## src/rtl/alu_pipe.sv

```systemverilog
`default_nettype none
// ============================================================================
// Module   : alu_pipe
// Purpose  : Two-stage pipelined integer ALU with a valid/ready handshake on
//            both sides and a passthrough request tag.
//            S1 registers the request, and S2 computes and registers the result.
//            The pipeline holds at most two requests, streams one result per
//            cycle, and keeps results in request order.
// Ports    : clk, rst            - clock, synchronous active-high reset
//            in_valid/in_ready   - request handshake
//            in_1, in_2, op      - operands A, B and opcode
//            in_tag              - request tag, returned with the result
//            out_valid/out_ready - result handshake
//            out_res, out_tag    - result and its tag
//            out_flags           - {N,Z,C,V}, only when ALU_FLAGS_EN is defined
// Config   : `define ALU_FLAGS_EN adds the out_flags port and its logic.
// Revision : 1.0 - initial release
// ============================================================================
module alu_pipe #(
  parameter int WIDTH = 32,
  parameter int TAG_W = 4
) (
  input  logic             clk,
  input  logic             rst,
  input  logic             in_valid,
  output logic             in_ready,
  input  logic [WIDTH-1:0] in_1,
  input  logic [WIDTH-1:0] in_2,
  input  logic [2:0]       op,
  input  logic [TAG_W-1:0] in_tag,
  output logic             out_valid,
  input  logic             out_ready,
  output logic [WIDTH-1:0] out_res,
  output logic [TAG_W-1:0] out_tag
`ifdef ALU_FLAGS_EN
  ,
  output logic [3:0]       out_flags
`endif
);

  localparam int SH_W = $clog2(WIDTH);

  localparam logic [2:0] c_OP_ADD = 3'b000;
  localparam logic [2:0] c_OP_SUB = 3'b001;
  localparam logic [2:0] c_OP_AND = 3'b010;
  localparam logic [2:0] c_OP_OR  = 3'b011;
  localparam logic [2:0] c_OP_XOR = 3'b100;
  localparam logic [2:0] c_OP_SLL = 3'b101;
  localparam logic [2:0] c_OP_SRL = 3'b110;
  localparam logic [2:0] c_OP_SRA = 3'b111;

  // S1 registers
  logic             s1_valid_q, s1_valid_d;
  logic [WIDTH-1:0] a_q, a_d;
  logic [WIDTH-1:0] b_q, b_d;
  logic [2:0]       op_q, op_d;
  logic [TAG_W-1:0] tag_q, tag_d;

  // S2 registers
  logic             out_valid_q, out_valid_d;
  logic [WIDTH-1:0] out_res_q, out_res_d;
  logic [TAG_W-1:0] out_tag_q, out_tag_d;
`ifdef ALU_FLAGS_EN
  logic [3:0]       out_flags_q, out_flags_d;
`endif

  // Advance controls
  logic s2_load;
  logic s1_load;

  // ALU datapath
  logic [SH_W-1:0]  shamt;
  logic [WIDTH-1:0] alu_res;
`ifdef ALU_FLAGS_EN
  logic             alu_c;
  logic             alu_v;
`endif

  always_comb begin
    s2_load = !out_valid_q || out_ready;
    s1_load = !s1_valid_q || s2_load;
  end

  // Reset dominates the accept, so ready is withheld during reset to keep the
  // upstream driver from treating a reset-cycle request as consumed.
  assign in_ready = s1_load && !rst;

  assign shamt = b_q[SH_W-1:0];

  // Result computation from the S1 registers
  always_comb begin
    alu_res = '0;
`ifdef ALU_FLAGS_EN
    alu_c   = 1'b0;
    alu_v   = 1'b0;
`endif
    case (op_q)
      c_OP_ADD: begin
`ifdef ALU_FLAGS_EN
        {alu_c, alu_res} = {1'b0, a_q} + {1'b0, b_q};
        alu_v = (a_q[WIDTH-1] == b_q[WIDTH-1]) && (alu_res[WIDTH-1] != a_q[WIDTH-1]);
`else
        alu_res = a_q + b_q;
`endif
      end
      c_OP_SUB: begin
`ifdef ALU_FLAGS_EN
        // A + ~B + 1: the carry-out is the no-borrow indication.
        {alu_c, alu_res} = {1'b0, a_q} + {1'b0, ~b_q} + {{WIDTH{1'b0}}, 1'b1};
        alu_v = (a_q[WIDTH-1] != b_q[WIDTH-1]) && (alu_res[WIDTH-1] != a_q[WIDTH-1]);
`else
        alu_res = a_q - b_q;
`endif
      end
      c_OP_AND: alu_res = a_q & b_q;
      c_OP_OR:  alu_res = a_q | b_q;
      c_OP_XOR: alu_res = a_q ^ b_q;
      // The shifts use a one-bit extension to catch the last bit shifted out.
      // A zero shift leaves the extension bit at 0, so C stays clear.
      c_OP_SLL: begin
`ifdef ALU_FLAGS_EN
        {alu_c, alu_res} = {1'b0, a_q} << shamt;
`else
        alu_res = a_q << shamt;
`endif
      end
      c_OP_SRL: begin
`ifdef ALU_FLAGS_EN
        {alu_res, alu_c} = {a_q, 1'b0} >> shamt;
`else
        alu_res = a_q >> shamt;
`endif
      end
      c_OP_SRA: begin
`ifdef ALU_FLAGS_EN
        {alu_res, alu_c} = $signed({a_q, 1'b0}) >>> shamt;
`else
        alu_res = $signed(a_q) >>> shamt;
`endif
      end
      default: alu_res = '0;
    endcase
  end

  // Next-state logic for both stages
  always_comb begin
    s1_valid_d = s1_valid_q;
    a_d        = a_q;
    b_d        = b_q;
    op_d       = op_q;
    tag_d      = tag_q;
    if (s1_load) begin
      s1_valid_d = in_valid;
      if (in_valid) begin
        a_d   = in_1;
        b_d   = in_2;
        op_d  = op;
        tag_d = in_tag;
      end
    end

    out_valid_d = out_valid_q;
    out_res_d   = out_res_q;
    out_tag_d   = out_tag_q;
`ifdef ALU_FLAGS_EN
    out_flags_d = out_flags_q;
`endif
    // When S2 loads from an empty S1, the output data holds and only valid drops.
    if (s2_load) begin
      out_valid_d = s1_valid_q;
      if (s1_valid_q) begin
        out_res_d = alu_res;
        out_tag_d = tag_q;
`ifdef ALU_FLAGS_EN
        out_flags_d = {alu_res[WIDTH-1], (alu_res == '0), alu_c, alu_v};
`endif
      end
    end
  end

  always_ff @(posedge clk) begin
    if (rst) begin
      s1_valid_q  <= 1'b0;
      a_q         <= '0;
      b_q         <= '0;
      op_q        <= '0;
      tag_q       <= '0;
      out_valid_q <= 1'b0;
      out_res_q   <= '0;
      out_tag_q   <= '0;
`ifdef ALU_FLAGS_EN
      out_flags_q <= '0;
`endif
    end else begin
      s1_valid_q  <= s1_valid_d;
      a_q         <= a_d;
      b_q         <= b_d;
      op_q        <= op_d;
      tag_q       <= tag_d;
      out_valid_q <= out_valid_d;
      out_res_q   <= out_res_d;
      out_tag_q   <= out_tag_d;
`ifdef ALU_FLAGS_EN
      out_flags_q <= out_flags_d;
`endif
    end
  end

  assign out_valid = out_valid_q;
  assign out_res   = out_res_q;
  assign out_tag   = out_tag_q;
`ifdef ALU_FLAGS_EN
  assign out_flags = out_flags_q;
`endif

endmodule
`default_nettype wire

```

## config.mk

```make
export PLATFORM = sky130hd
export DESIGN_NAME = alu_pipe
export DESIGN_NICKNAME = d
export VERILOG_FILES = /design/src/rtl/alu_pipe.sv
export SDC_FILE = /design/constraint.sdc
export NUM_CORES = 1
export LEC_CHECK = 0
export CORE_UTILIZATION = 40
export DETAILED_ROUTE_END_ITERATION = 6
export PLACE_DENSITY_LB_ADDON = 0.08
export REMOVE_ABC_BUFFERS = 1
export SKIP_CTS_REPAIR_TIMING = 1
export SLEW_MARGIN = 20
export SYNTH_ARGS = -nofsm -noshare
export SYNTH_HDL_FRONTEND = slang
export SYNTH_SLANG_ARGS = --single-unit
```

## constraint.sdc

```tcl
create_clock -name clk -period 5 [get_ports clk]
set_input_delay 0.75 -clock clk [delete_from_list [all_inputs] [get_ports clk]]
set_output_delay 0.75 -clock clk [all_outputs]
set_load 0.02 [all_outputs]
```

==> flow_metrics.tcl <==
set metrics [dict create \
    fin_skew_ns 0.0197 \
    synth.distinct_cells 82 \
    slew_violations 0 \
    status "finished clean" \
    synth_area_per_cell_um2 7.44 \
    cts_tree "built" \
    die_x_um 173 \
    yosys.area.top_type "dfxtp_1" \
    clk_pin_slew_ns 0.09 \
    nFillCells 2975 \
    synthMuxAreaShare_pct 14.0 \
    finalCritPeriodShare_pct 88.4 \
    top_level_ports 113 \
    hp-class "flop to flop" \
    grtUsageTotal_pct 33.0 \
    synth_compound_area_share_pct 25.2 \
    wl_mm 49.4 \
    slew_headroom_pct 36.0 \
    drive_gt1_share_pct 9.28 \
    dieHeight_um 173 \
    initial_core_util_pct 40.7 \
    yosysMostFrequentCell "nand2_1" \
    die_area_um2 30000 \
    antenna_cells 0 \
    worstSetupStartpointType "flop" \
    syn_inst 1576 \
    fin_ws_ns 0.580 \
    drc 0 \
    end_kind "flop" \
    cap_violations 0 \
    antenna_found_initial 0 \
    hold_viol_final 0 \
    power_leakage_uw 0.00515 \
    dp.cells 1985 \
    cts_sinks 109 \
    clk_path_buf_depth 2 \
    tightest_slew_ns 0.950 \
    synth_top_family_by_area "compound AO/OA/AOI/OAI gates" \
    yosys_warnings 0 \
    grt_max_degree 75 \
    io_buffer_count 112 \
    cp_data_arrival_time_ns 4.68 \
    cts_buffers 9 \
    netlist.area_leader.share_pct 18.6 \
    p_per_area_nw_per_um2 232 \
    finalNetCount 1785 \
    rsz0062_at_grt "no" \
    path_class "flop to flop" \
    ys_top_cells_by_area "dfxtp_1 (19%), ha_1 (10%), nand2_1 (8.8%)" \
    grt_pass1_wl_mm 74.4 \
    ys.flop_type "dfxtp_1" \
    layout_min_cycle_time_ns 4.42 \
    yosys.area_share.adder_pct 10.5 \
    ys_seq_elements 109 \
    coreArea_um2 28800 \
    hpwlAfterDp_mm 36.9 \
    setup_viol_count_final 0 \
    synth.top_cells.by_count "nand2_1 (276), a21oi_1 (174), nor2_1 (150)" \
    antenna_left 0 \
    rows 62 \
    yosys.area_share.simple_pct 20.2 \
    cts_root_buf "clkbuf_16" \
    drt_iter0_markers 1432 \
    max_freq_mhz 226 \
    grt_pass1_vias 11663 \
    vdd.ir_drop.worst_uv 197 \
    crit_required_ns 5.26 \
    htreeDepth 3 \
    place_ws_ns 0.709 \
    utilization_pct 46.3 \
    via_per_inst 6.13 \
    wl_per_cell_um 24.7 \
    gp_congestion 1.01 \
    yosysSeqAreaShare_pct 18.6 \
    final_cells 2001 \
    synth_xor_area_share_pct 3.89 \
    cp_max_fo 6 \
    synthesis.area_um2 11700 \
    first_pass_iters 6 \
    syn_to_final_growth_pct 13.7 \
    synthArstFlopShare_pct 0 \
    grt_overflow_total 0 \
    vias 12271 \
    synth_edf_count 0 \
    clk_latency_ns 0.40 \
]
-- layer usage --
layer,part of all wire [%],track usage (%),vias up
met4,2.9,11.3,0
met1,45,46.7,5890
met5,0,0,-
li1,-,-,5762
met3,8.4,5.94,72
met2,44,50.1,547
-- sequential cells by signal, indices dropped and copies added, names as in the netlist --
name	flops
a_q	32
tag_q	4
out_tag	4
s1_valid_q	1
op_q	3
out_valid	1
out_res	32
b_q	32
-- layout make-up --
cell class                 instances  area (um2)  share of cell area [%]
clock buffer                      11         254                    1.91
multi-input combinational       1271        8680                    65.2
tap                              384         480                    3.61
clock inverter                     5        43.8                   0.329
sequential                       109        2190                    16.5
inverter                          74         278                    2.08
timing repair buffer             147        1390                    10.5
-- cells in the final DEF, fill, tap and decap left out, types with 7 or more instances in the layout --
cell | netlist | routed
nand2_1 | 276 | 275
a21oi_1 | 174 | 174
nor2_1 | 150 | 149
clkdlybuf4s50_1 | 1 | 111
dfxtp_1 | 109 | 104
ha_1 | 97 | 97
inv_1 | 66 | 66
o21ai_0 | 62 | 62
mux4_2 | 45 | 45
xnor2_1 | 41 | 41
mux2i_1 | 40 | 40
buf_4 | 15 | 35
nor3_1 | 34 | 33
a221oi_1 | 29 | 29
a211oi_1 | 26 | 26
o21ai_1 | 25 | 25
nand3_1 | 22 | 22
o211ai_1 | 20 | 20
a21o_1 | 18 | 18
a31oi_1 | 17 | 17
mux2_2 | 16 | 16
o221ai_1 | 11 | 11
xor2_1 | 11 | 11
clkbuf_16 | 0 | 10
nand4_1 | 9 | 9
a221o_1 | 9 | 9
nand2b_1 | 8 | 8
o22ai_1 | 8 | 8
or3_1 | 7 | 7
a22oi_1 | 7 | 7
-- worst max-delay path, stage by stage, from the launching register on --
cell      delay (ns)
dfxtp_4         0.38
inv_2           0.06
ha_1            0.18
and4_1          0.30
nand3_1         0.17
nor3_1          0.46
nand2_1         0.27
nor4_1          0.30
nor2_1          0.09
xnor2_1         0.14
ha_1            0.37
a21oi_1         0.28
inv_1           0.11
a21o_1          0.20
a21oi_1         0.22
o21ai_0         0.19
a221oi_1        0.42
a211oi_1        0.13
-- path summary, 6_finish.rpt --
kind	cells past startpoint	slack [ns]	endpoint	from
max	17	0.58	out_res[29]	b_q[0]
min	2	0.46	out_res[2]	out_res[2]
max reg2reg	17	0.58	out_res[29]	b_q[0]
min reg2reg	2	0.46	out_res[2]	out_res[2]
-- stage by stage --
step                      hold slack (ns)  power, uW  setup TNS, ns  area [um2]
after detailed placement            0.447       2290              0       13000
after global placement              0.441       2290              0       13000
after floorplan                     0.426       1800         -23.13       11100
after global routing                0.475       3240              0       13300
after CTS                           0.458       3080              0       13300
final                               0.456       3080              0       13300
-- logic make-up (layout without fill, tap and decap cells) --
family | count (synthesis) | count (layout)
simple gates | 552 | 552
compound gates | 464 | 464
buf+inv | 196 | 237
flops | 109 | 109
mux | 105 | 105
fa+ha+maj | 98 | 98
xor+xnor | 52 | 52
-- report_power, final --
part           total (uW)  leakage [uW]  internal, uW  switching, uW
Sequential           1030      0.000900           924            105
Clock                 783      0.000147           378            405
Combinational        1270       0.00410           505            768
(Power assumes the default switching activity.)
